### config.mk
export PLATFORM = sky130hd
export DESIGN_NAME = accel_seq
export DESIGN_NICKNAME = d
export VERILOG_FILES = /design/src/rtl/accel_pkg.sv /design/src/rtl/accel_seq.sv
export SDC_FILE = /design/constraint.sdc
export NUM_CORES = 1
export LEC_CHECK = 0
export BUFFER_PORTS_ARGS = -buffer_cell sky130_fd_sc_hd__buf_2
export CORE_MARGIN = 3
export CORE_UTILIZATION = 54
export CTS_CLUSTER_DIAMETER = 100
export DETAILED_ROUTE_END_ITERATION = 8
export PLACE_DENSITY_LB_ADDON = 0.25
export SLEW_MARGIN = 40
export SYNTH_ARGS = -nofsm -noshare
export SYNTH_HDL_FRONTEND = slang
export SYNTH_SLANG_ARGS = --single-unit
### constraint.sdc
create_clock -name clk -period 3.2 [get_ports clk]
set_input_delay 0.32 -clock clk [delete_from_list [all_inputs] [get_ports clk]]
set_output_delay 0.32 -clock clk [all_outputs]
set_load 0.02 [all_outputs]
### src/rtl/accel_pkg.sv
// rtl/accel_pkg.sv - shared opcode/state types and saturating accumulate helper
package accel_pkg;

    typedef enum logic [1:0] {
        OP_COS_FT  = 2'd0,
        OP_COS_FX  = 2'd1,
        OP_COS_ACC = 2'd2,
        OP_ACC_RD  = 2'd3
    } op_t;

    typedef enum logic [1:0] {
        IDLE = 2'd0,
        BUSY = 2'd1,
        RESP = 2'd2
    } state_t;

    localparam logic [31:0] ACC_SAT_MAX = 32'h7FFF_FFFF;
    localparam logic [31:0] ACC_SAT_MIN = 32'h8000_0000;

    // Overflow only when both operands share a sign that the sum does not.
    function automatic logic [31:0] sat_add(input logic [31:0] a, input logic [31:0] b);
        logic [31:0] s;
        s = a + b;
        if (!a[31] && !b[31] && s[31]) begin
            return ACC_SAT_MAX;
        end
        if (a[31] && b[31] && !s[31]) begin
            return ACC_SAT_MIN;
        end
        return s;
    endfunction

endpackage

### src/rtl/accel_seq.sv
// rtl/accel_seq.sv - Nios II custom-instruction sequencer for the cosine datapath
module accel_seq #(
    parameter int LATENCY = 4
) (
    input  logic        clk,
    input  logic        rst,
    input  logic        clk_en,
    input  logic        start,
    input  logic [31:0] dataa,
    input  logic [1:0]  n,
    output logic        done,
    output logic [31:0] result,
    output logic [31:0] dp_x_ft,
    input  logic [23:0] dp_y_fx,
    input  logic [31:0] dp_y_ft
);
    import accel_pkg::*;

    localparam logic [3:0] CNT_INIT = 4'(LATENCY - 1);

    state_t      state;
    state_t      state_next;
    logic [3:0]  cnt;
    logic [31:0] acc;
    logic [31:0] op_reg;
    op_t         n_reg;
    logic [31:0] fx_ext;
    logic [31:0] acc_sum;

    assign fx_ext  = {{8{dp_y_fx[23]}}, dp_y_fx};
    assign acc_sum = sat_add(acc, fx_ext);
    assign dp_x_ft = op_reg;
    // Gated by rst so an aborted instruction never shows a completion.
    assign done    = (state == RESP) && clk_en && !rst;

    always_ff @(posedge clk) begin
        if (rst) begin
            state <= IDLE;
        end else if (clk_en) begin
            state <= state_next;
        end
    end

    always_comb begin
        state_next = state;
        case (state)
            IDLE: begin
                if (start) begin
                    state_next = (op_t'(n) == OP_ACC_RD) ? RESP : BUSY;
                end
            end
            BUSY: begin
                if (cnt == 4'd0) begin
                    state_next = RESP;
                end
            end
            RESP:    state_next = IDLE;
            default: state_next = IDLE;
        endcase
    end

    always_ff @(posedge clk) begin
        if (rst) begin
            cnt    <= 4'd0;
            acc    <= 32'd0;
            result <= 32'd0;
            op_reg <= 32'd0;
            n_reg  <= OP_COS_FT;
        end else if (clk_en) begin
            case (state)
                IDLE: begin
                    if (start) begin
                        op_reg <= dataa;
                        n_reg  <= op_t'(n);
                        cnt    <= CNT_INIT;
                        if (op_t'(n) == OP_ACC_RD) begin
                            result <= acc;
                            acc    <= 32'd0;
                        end
                    end
                end
                BUSY: begin
                    if (cnt != 4'd0) begin
                        cnt <= cnt - 4'd1;
                    end else begin
                        case (n_reg)
                            OP_COS_FT: result <= dp_y_ft;
                            OP_COS_FX: result <= fx_ext;
                            OP_COS_ACC: begin
                                acc    <= acc_sum;
                                result <= acc_sum;
                            end
                            default: ;
                        endcase
                    end
                end
                default: ;
            endcase
        end
    end

endmodule

; ---- Yosys cells after proc, flatten, opt, wreduce, memory -nomap -nowiden
; Index checks and enable logic that the tools add are counted.
[op_classes]
add_sub_neg = 2
n_eq_ne = 12
muxes = 24
n_reduce_logical = 20
[op_table]
columns = operator, n
row1 = $mux 32, 11
row2 = $pmux 32 s2, 2
row3 = $pmux 32 s3, 1
row4 = $add 32x32->32, 1
row5 = $ne 2x2->1 const B, 6
row6 = $reduce_and 6->1, 2
row7 = $mux 4, 2
row8 = $pmux 4 s2, 1
row9 = $eq 2x2->1 const B, 3
row10 = $logic_and 1x1->1, 6
row11 = $mux 2, 3
row12 = $reduce_and 3->1, 2
row13 = $eq 2x1->1 const B, 2
row14 = $logic_not 1->1, 4
row15 = $logic_not 2->1, 2
row16 = $logic_not 4->1, 1
row17 = $ne 4x2->1 const B, 1
row18 = $pmux 2 s2, 1
row19 = $reduce_and 4->1, 1
row20 = $reduce_bool 4->1, 1
row21 = $sub 4x1->4 const B, 1
row22 = $mux 1, 3
row23 = $reduce_bool 2->1, 1
[word_totals]
regBits = 104
in_bits = 94
output_inout_bits = 65
word_cells = 64

; ---- Longest topological paths before layout
; Gate-level depths: netlist of run 1.
[depth]
depth_word = 10
ltp_mapped = 12
depth_no_buf = 12

; ---- Worst setup path after synthesis of run 1
; OpenSTA, ideal clock, no wires.
[synth_timing]
kind = input port to flip-flop
start = in dp_y_fx[0]
end = reg result[16]
arrival_time_ns = 2.780
path_slack_ns = 0.329
path_stages = 12
path_buffers = 0
path_cell_list = ha_1 inv_1 fa_1 nor2b_1 o211ai_1 a21boi_0 o311a_1 or4_1 a31oi_1 xor2_1 or3_1 a311oi_1
[synth_between]
elab_chain_cells = 10
[synth_lines]
columns = element, line
row1 = start: declaration, accel_seq.sv:14  ; input logic [23:0] dp_y_fx,
row2 = $add 32x32->32 *, accel_pkg.sv:23  ; s = a + b;
row3 = $logic_not 1->1, accel_pkg.sv:27  ; if (a[31] && b[31] && !s[31]) begin
row4 = $logic_and 1x1->1, accel_pkg.sv:27
row5 = $mux 1 (2 in a row), accel_pkg.sv:27
row6 = $mux 32, accel_pkg.sv:30  ; return s;
row7 = $mux 32 *, accel_pkg.sv:27
row8 = $pmux 32 s3 *, accel_seq.sv:86  ; case (n_reg)
row9 = $mux 32 *, accel_seq.sv:83  ; if (cnt != 4'd0) begin
row10 = $pmux 32 s2 *, accel_seq.sv:70  ; case (state)
row11 = end signal: assignment, accel_seq.sv:87  ; OP_COS_FT: result <= dp_y_ft;
row12 = end signal: assignment, accel_seq.sv:88  ; OP_COS_FX: result <= fx_ext;
row13 = end signal: assignment, accel_seq.sv:91  ; result <= acc_sum;
row14 = end: declaration, accel_seq.sv:12  ; output logic [31:0] result,
; Mark *: on every way between the ends. The rest lies on a longest branch, timed or not. The select of a mux whose other input is x is not followed.
; A chain may end at the register's enable or synchronous reset.

; ---- Worst setup path in the final report of run 1
[layout_timing]
start = reg acc[0]
end = reg result[16]
[layout_between]
elab_chain_cells = 10
[layout_lines]
columns = element, line
row1 = start: declaration, accel_seq.sv:24  ; logic [31:0] acc;
row2 = start signal: assignment, accel_seq.sv:90  ; acc <= acc_sum;
row3 = $add 32x32->32 *, accel_pkg.sv:23
row4 = $logic_not 1->1, accel_pkg.sv:27
row5 = $logic_and 1x1->1, accel_pkg.sv:27
row6 = $mux 1 (2 in a row), accel_pkg.sv:27
row7 = $mux 32, accel_pkg.sv:30
row8 = $mux 32 *, accel_pkg.sv:27
row9 = $pmux 32 s3 *, accel_seq.sv:86
row10 = $mux 32 *, accel_seq.sv:83
row11 = $pmux 32 s2 *, accel_seq.sv:70
; Marks and branches as above.

==> results.toml, run 1 <==
[sta]
report.final.setup_viol = 0
skew_ns = 0.00674
rsz0062_at_grt = "true"
tightest_slew_ns = 0.824
fin_crit_ns = 3.00
finalCritPeriodShare = 0.938
slew_violations = 0
slew_headroom = 0.444
fmax_mhz = 333
hold_viol_final = 0

[synthesis]
avgSynthCellArea_um2 = 7.76
seq_area_frac_synth = 0.321
syn-num-nets = 968
synthFlopType = "dfxtp_1"
yosys_warnings = 0
synth_top_area_share = 0.321
yosys.area.top_type = "dfxtp_1"
yosys-top-cells-area = "dfxtp_1 32%, nand2_1 8.0%, a21oi_1 7.7%, ha_1 7.3%, nor2_1 4.5%"
ys_types = 71
synthTopCellsByCount = "139 x nand2_1, 104 x dfxtp_1, 100 x a21oi_1, 78 x nor2_1, 52 x o21ai_0"
yosysMostFrequentCell = "nand2_1"
synth_edf_count = 0
netlist_instances = 835
ys_seq_elements = 104
async_flop_share = 0
syn_area_mm2 = 0.00648

[critical_path]
crit_path_max_fanout = 3
end_kind = "flip-flop"
crit_arrival_ns = 3.28
criticalPathCategory = "reg -> reg"
worstPathRequired_ns = 3.47
cp-start-kind = "flip-flop"

[power]
peakVddDrop_v = 0.000292
power_density_mw_per_mm2 = 405
leakagePower_nw = 3.37

[floorplanning]
core_area_mm2 = 0.0116
rows = 39
initial_core_util = 0.561
io_pins = 159
die_x_um = 116
dieArea_mm2 = 0.0134
die_h_um = 116

[run_status]
status = "completed"

[final_layout]
utilization = 0.671
final_cell_count_no_fill = 1126
area_growth_pct = 19.7
nets = 1111
antenna_cells = 0
n_fill_cell = 1039
layout-drive-gt1-share = 0.234

[clock_tree]
htree_levels = 3
cts_tree = "yes"
cts_buffers = 9
clock_tree.root_cell = "clkbuf_16"
clk_latency_ns = 0.36
clkTransAtPathRegs_ns = 0.07
cts_sinks = 104
clockBufferDepth = 2
cts_hold_buf = 0

[grt]
antenna_found_initial = 0
grt_overflow = 0
first_global_vias = 6247
track_usage = 0.282
grt_pass1_wl_um = 30400
grt_max_degree = 33

[route]
drcViolationCount = 0
vias = 6887
wl_per_cell_um = 17.2
via_per_inst = 6.12
ant_nets = 0
dr.pass1.iters = 7
drtIter0Drc = 492
drt_wl_total_um = 19400

[placement]
dpl.hpwl_um = 14200
gp_congestion = 0.981
numPortBuffers = 158
place_inst = 1109

[job]
max_cap_violations = 0

[hold_path]
hold_path_class = "in -> reg"
## worst paths after layout
kind / from / end / slack [ns] / depth (start not counted)
max: acc[0]$_SDFFE_PP0P_ / result[16]$_SDFFE_PP0P_ / 0.20 / 12
min: dataa[16] / dp_x_ft[16]$_SDFFE_PP0P_ / 0.19 / 3
max reg2reg: acc[0]$_SDFFE_PP0P_ / result[16]$_SDFFE_PP0P_ / 0.20 / 12
min reg2reg: dp_x_ft[24]$_SDFFE_PP0P_ / dp_x_ft[24]$_SDFFE_PP0P_ / 0.45 / 2
## metrics by stage
| step | power (mW) | worst slack (ns) | area [um2] | TNS (ns) | hold slack (ns) |
|---|---|---|---|---|---|
| floorplan | 1.85 | 0.329 | 6480 | 0 | 0.440 |
| global placement | 2.07 | 0.0854 | 7430 | 0 | 0.439 |
| detailed placement | 2.08 | 0.0297 | 7430 | 0 | 0.443 |
| CTS | 3.14 | 0.0375 | 7710 | 0 | 0.185 |
| global route | 3.28 | -0.0263 | 7760 | -0.0395 | 0.191 |
| finish | 3.14 | 0.197 | 7760 | 0 | 0.192 |
## cell usage in the layout, fill, tap and decap left out, types with 5 or more instances in the layout
master,instances
nand4_1,6
a221oi_1,9
nand2_1,139
o21bai_1,7
a21oi_1,99
buf_4,26
a221o_1,12
nand3_1,8
xnor2_1,17
a21o_1,14
o32ai_1,6
o21ai_0,52
clkbuf_16,9
ha_1,38
a211oi_1,9
xor2_1,11
buf_2,158
nor3_1,21
nor2_1,78
dfxtp_1,104
o211ai_1,16
inv_1,22
nand2b_1,11
a311oi_1,18
nor3_2,5
## logic make-up after synthesis
group | share of synthesized area
mux | 0.00753
flops | 0.321
fa+ha+maj | 0.0764
compound gates | 0.308
xor+xnor | 0.0378
simple gates | 0.201
buf+inv | 0.0482
## power breakdown
group / internal (mW) / switching, mW / total [mW]
logic: 0.254 / 0.425 / 0.680
clock network: 0.557 / 0.522 / 1.08
registers: 1.35 / 0.0352 / 1.39
## layer usage
| layer | part of all wire | up-vias | global-route usage | routed length (um) |
|---|---|---|---|---|
| met1 | 0.42 | 3214 | 0.371 | 8130 |
| met5 | 0 | - | 0 | 0 |
| li1 | - | 3331 | - | - |
| met3 | 0.081 | 44 | 0.0653 | 1560 |
| met4 | 0.026 | 0 | 0.0876 | 499 |
| met2 | 0.47 | 298 | 0.461 | 9190 |
## worst max-delay path, cell delays in order, from the launching register on
cell and delay (ns):
dfxtp_1 0.33, ha_1 0.22, inv_1 0.09, fa_1 0.20, nor2b_1 0.07, o211ai_1 0.21
a21boi_2 0.11, o311a_1 0.35, or4_1 0.48, a31oi_1 0.21, xor2_1 0.09, or3_1 0.31
a311oi_1 0.25
## layout make-up
type	count	area, um2	share of cell area
multi-input cells	656	4140	0.533
flip-flops and latches	104	2080	0.268
repair buffers	185	997	0.128
clock buffers	11	243	0.0313
well taps	143	179	0.0230
inverters	22	82.6	0.0106
clock inverters	5	38.8	0.00500
## what timing repair did
action,in CTS,in global routing
setup buffers,0,0
hold endpoints to repair,0,0
gates resized for setup,0,9
endpoints found under the setup margin,0,16
(Power assumes the default switching activity.)
==> run 2, diff against run 1 <==
--- a/config.mk
+++ b/config.mk
@@ -5,9 +5,10 @@
 export SDC_FILE = /design/constraint.sdc
 export NUM_CORES = 1
 export LEC_CHECK = 0
+export ABC_AREA = 1
 export BUFFER_PORTS_ARGS = -buffer_cell sky130_fd_sc_hd__buf_2
 export CORE_MARGIN = 3
-export CORE_UTILIZATION = 54
+export CORE_UTILIZATION = 56
 export CTS_CLUSTER_DIAMETER = 100
 export DETAILED_ROUTE_END_ITERATION = 8
 export PLACE_DENSITY_LB_ADDON = 0.25
==> results.toml, run 2 <==
[power]
power_frac_comb = 0.328
p_sw_frac = 0.390
seqPwrFrac = 0.376
peakVddDrop_v = 0.000327
intPower_mw = 2.40
leakagePower_nw = 4.60
power_density_mw_per_mm2 = 449
p_sw_mw = 1.54
clkPwrFrac = 0.295
power_mw = 3.94

[clock_tree]
cts_tree = "yes"
htree_levels = 3
clk_latency_ns = 0.37
clock_tree.root_cell = "clkbuf_16"
post-cts-setup-buffer-count = 0
cts_sinks = 104
cts_buffers = 9
clkTransAtPathRegs_ns = 0.09
cts_hold_buf = 0
post_cts_resized = 0
clockBufferDepth = 2

[synthesis]
yosys.area.top_type = "dfxtp_1"
netlist_instances = 1235
syn_area_mm2 = 0.00772
synth_top_area_share = 0.270
avgSynthCellArea_um2 = 6.25
seq_area_frac_synth = 0.270
async_flop_share = 0
synthFlopType = "dfxtp_1"
syn-num-nets = 1368
yosys-top-cells-area = "dfxtp_1 27%, nand2_1 18%, nor2_1 8.7%, a21oi_1 7.3%, ha_1 6.2%"
ys_types = 45
synthTopCellsByCount = "365 x nand2_1, 178 x nor2_1, 116 x inv_1, 113 x a21oi_1, 104 x dfxtp_1"
yosysMostFrequentCell = "nand2_1"
synth_edf_count = 0
yosys_warnings = 0
ys_seq_elements = 104

[route]
via_per_inst = 5.29
drt_wl_total_um = 22400
dr.pass1.iters = 7
wl_met1_um = 9750
top_layer = "met4"
wl_per_cell_um = 14.5
ant_nets = 0
vias = 8184
drcViolationCount = 0
met2_length_um = 10800
drtIter0Drc = 585
dr_wl_met3_um = 1210

[sta]
fin_setup_tns_ns = 0
skew_ns = 0.00980
fmax_mhz = 363
tightest_slew_ns = 0.783
rsz0062_at_grt = "false"
finalCritPeriodShare = 0.862
whs_ns = 0.169
slew_headroom = 0.478
slew_violations = 0
report.final.setup_viol = 0
hold_viol_final = 0
fin_crit_ns = 2.76

[grt]
grt_max_degree = 64
track_usage = 0.294
grt_pass1_wl_um = 35700
first_global_vias = 7398
grt_overflow = 0
antenna_found_initial = 0

[critical_path]
criticalPathCategory = "reg -> reg"
worstPathRequired_ns = 3.50
end_kind = "flip-flop"
cp-start-kind = "flip-flop"
crit_arrival_ns = 3.06
crit_path_max_fanout = 4

[final_layout]
antenna_cells = 0
layout-drive-gt1-share = 0.222
nets = 1498
postLayoutCellArea_mm2 = 0.00879
final_common_cell = "nand2_1"
area_growth_pct = 13.9
final_cell_mix = "365 x nand2_1, 178 x nor2_1, 158 x buf_2"

[floorplanning]
rows = 42
core_area_mm2 = 0.0133
die_x_um = 123
initial_core_util = 0.578
dieArea_mm2 = 0.0152
die_h_um = 123
io_pins = 159

[placement]
place_area_mm2 = 0.00847
numPortBuffers = 158
gp_congestion = 1.04
dpl.hpwl_um = 17100

[hold_path]
hold_path_class = "in -> reg"

[run_status]
status = "completed"

[job]
max_cap_violations = 0
-- run 2: layout make-up --
cell class | count | area (um2)
clock buffer | 9 | 225
sequential | 104 | 2080
inverter | 121 | 454
timing repair buffer | 173 | 903
tap | 176 | 220
clock inverter | 7 | 91.3
fill | 1271 | 4560
multi-input combinational | 956 | 4810
-- run 2: cell families after synthesis --
kind of cell	Yosys count	synth area share
AND/OR/NAND/NOR	670	0.371
AO/OA/AOI/OAI	232	0.171
buffers and inverters	175	0.107
flip-flops	104	0.270
adder cells (fa/ha/maj)	39	0.0642
XOR/XNOR	15	0.0170
-- run 2: worst max-delay path: stages (launching register included) --
cell	delay, ns
dfxtp_1	0.37
ha_1	0.27
inv_1	0.08
fa_1	0.41
inv_1	0.13
nand3_1	0.08
nand3_1	0.17
nand2_1	0.08
nand2_1	0.10
nand2_1	0.07
nand2_1	0.14
nand2_1	0.13
nand2_1	0.09
nand2_1	0.05
nand2_1	0.08
nand2_2	0.06
nand2_2	0.08
nand2_1	0.05
nand2_1	0.07
nand2_1	0.06
a21oi_2	0.11
-- run 2: worst paths after layout --
check,start,to,slack (ns),depth (start not counted)
setup / recovery,acc[0]$_SDFFE_PP0P_,result[22]$_SDFFE_PP0P_,0.44,20
hold / removal,dataa[21],dp_x_ft[21]$_SDFFE_PP0P_,0.17,3
setup reg to reg,acc[0]$_SDFFE_PP0P_,result[22]$_SDFFE_PP0P_,0.44,20
hold reg to reg,cnt[0]$_SDFFE_PP0P_,cnt[0]$_SDFFE_PP0P_,0.49,1
-- run 2: power groups by stage --
| stage | Combinational (mW) | Clock, mW | Sequential (mW) |
|---|---|---|---|
| detailed placement | 1.28 | 0 | 1.51 |
| global route | 1.44 | 1.23 | 1.50 |
| finish | 1.29 | 1.17 | 1.48 |
| floorplan | 0.818 | 0 | 1.62 |
| global placement | 1.27 | 0 | 1.51 |
| CTS | 1.29 | 1.18 | 1.48 |
-- run 2: stage by stage --
stage | setup slack (ns) | cells | util
2_1_floorplan | 1.06 | 1235 | -
3_3_place_gp | 0.400 | 1530 | 0.635
4_1_cts | 0.473 | 1546 | 0.659
3_5_place_dp | 0.366 | 1530 | 0.635
5_1_grt | 0.217 | 1546 | 0.659
6_report | 0.443 | 1546 | 0.659
-- run 2: metal layers --
| metal | vias up | global-route usage |
|---|---|---|
| li1 | 4169 | - |
| met1 | 3678 | 0.371 |
| met2 | 295 | 0.506 |
| met4 | 0 | 0.112 |
| met5 | - | 0 |
| met3 | 42 | 0.0407 |
==> run 3, diff against run 2 <==
--- a/config.mk
+++ b/config.mk
@@ -12,6 +12,7 @@
 export CTS_CLUSTER_DIAMETER = 100
 export DETAILED_ROUTE_END_ITERATION = 8
 export PLACE_DENSITY_LB_ADDON = 0.25
+export REMOVE_ABC_BUFFERS = 1
 export SLEW_MARGIN = 40
 export SYNTH_ARGS = -nofsm -noshare
 export SYNTH_HDL_FRONTEND = slang
==> results.toml, run 3 (synthesis gave the netlist of run 2 again) <==
[floorplanning]
io_pins = 159
dieArea_mm2 = 0.0152
die_x_um = 123
die_h_um = 123
rows = 42
core_area_mm2 = 0.0133
initial_core_util = 0.578

[clock_tree]
cts_hold_buf = 0
clock_tree.root_cell = "clkbuf_16"
cts_sinks = 104
htree_levels = 3
cts_buffers = 9
clockBufferDepth = 2
clk_latency_ns = 0.36
cts_tree = "yes"
post-cts-setup-buffer-count = 0
post_cts_resized = 0
clkTransAtPathRegs_ns = 0.07

[sta]
hold_viol_final = 0
fmax_mhz = 374
slew_headroom = 0.543
tightest_slew_ns = 0.685
fin_crit_ns = 2.67
report.final.setup_viol = 0
slew_violations = 0
skew_ns = 0.00710
fin_setup_tns_ns = 0
rsz0062_at_grt = "false"
finalCritPeriodShare = 0.835

[grt]
gr-usage-met2 = 0.453
grt_overflow = 0
track_usage = 0.265
use_met3 = 0.0485
grt.met1_usage = 0.343
grt_pass1_wl_um = 32900
grt_max_degree = 70
top_usage_layer = "met2"
antenna_found_initial = 0
first_global_vias = 7015

[final_layout]
antenna_cells = 0
area_growth_pct = 13.6
layout-drive-gt1-share = 0.221
utilization = 0.657
nets = 1496
final_cell_count_no_fill = 1544
final_cell_mix = "365 x nand2_1, 178 x nor2_1, 158 x buf_2"
final_common_cell = "nand2_1"

[critical_path]
criticalPathCategory = "reg -> reg"
cp_top_family = "simple AND/OR/NAND/NOR gates"
rr_worst_depth = 17
cpMostUsedCell = "nand2_1"
slowest_stage = "fa_1"
slowest_delay_ns = 0.40
end_kind = "flip-flop"
path_cells = "ha_1 > inv_1 > fa_1 > inv_1 > nand3_1 > nand3_1 > nand2_1 > nand2_1 > nand2_1 > nand2_1 > xor2_1 > nand2_1 > nand2_2 > nand2_1 > nand2_1 > nand2_1 > a21oi_2"
worstPathRequired_ns = 3.49
cp-start-kind = "flip-flop"
crit_cells = 17
worstPathBufferInverterCount = 2
crit_arrival_ns = 2.96
crit_path_max_fanout = 4

[route]
ant_nets = 0
wl_per_cell_um = 13.5
drcViolationCount = 0
vias = 7973
dr.pass1.iters = 6
via_per_inst = 5.16
drtIter0Drc = 497
drt_wl_total_um = 20900

[power]
leakagePower_nw = 4.59
power_density_mw_per_mm2 = 438
peakVddDrop_v = 0.000391

[placement]
gp_congestion = 0.937
numPortBuffers = 158
dpl.hpwl_um = 15300
place_inst = 1528

[run_status]
status = "completed"

[job]
max_cap_violations = 0

[hold_path]
hold_path_class = "in -> reg"
hold_path_depth = 2
run 3: metal layers:
layer,wire (um),share of wire,vias up
li1,-,-,4147
met5,0,0,-
met4,336,0.016,0
met1,9160,0.44,3558
met3,1240,0.059,29
met2,10100,0.49,239
run 3: layout make-up:
class                      instances  area [um2]
multi-input combinational        956        4810
tap                              176         220
fill                            1326        4580
clock buffer                      10         239
clock inverter                     6        47.5
sequential                       104        2080
inverter                         121         454
timing repair buffer             171         913
run 3: path summary, 6_finish.rpt:
| check | from | endpoint | slack, ns |
|---|---|---|---|
| setup reg to reg | acc[0]$_SDFFE_PP0P_ | result[14]$_SDFFE_PP0P_ | 0.53 |
| setup / recovery | acc[0]$_SDFFE_PP0P_ | result[14]$_SDFFE_PP0P_ | 0.53 |
| hold reg to reg | cnt[0]$_SDFFE_PP0P_ | cnt[0]$_SDFFE_PP0P_ | 0.48 |
| hold / removal | rst | state[1]$_SDFFE_PP0P_ | 0.18 |
run 3: metrics by stage:
| step | area, um2 | total power [mW] | worst slack, ns | hold WS, ns |
|---|---|---|---|---|
| finish | 8770 | 3.84 | 0.528 | 0.178 |
| detailed placement | 8480 | 2.77 | 0.531 | 0.471 |
| CTS | 8770 | 3.86 | 0.578 | 0.167 |
| floorplan | 7340 | 2.37 | 0.392 | 0.389 |
| global placement | 8480 | 2.75 | 0.597 | 0.449 |
| global route | 8770 | 4.06 | 0.309 | 0.169 |
run 3: worst reg2reg max path, stage by stage (launching register included):
cell	delay, ns
dfxtp_1	0.36
ha_1	0.28
inv_1	0.08
fa_1	0.40
inv_1	0.10
nand3_1	0.08
nand3_1	0.16
nand2_1	0.08
nand2_1	0.11
nand2_1	0.06
nand2_1	0.13
xor2_1	0.28
nand2_1	0.11
nand2_2	0.08
nand2_1	0.06
nand2_1	0.07
nand2_1	0.06
a21oi_2	0.11
run 3: where the power goes:
part           leakage [nW]  total, mW  switching (mW)  internal, mW
clock network         0.140       1.09           0.528         0.558
logic                  3.60       1.27           0.855         0.419
registers             0.849       1.48          0.0608          1.42
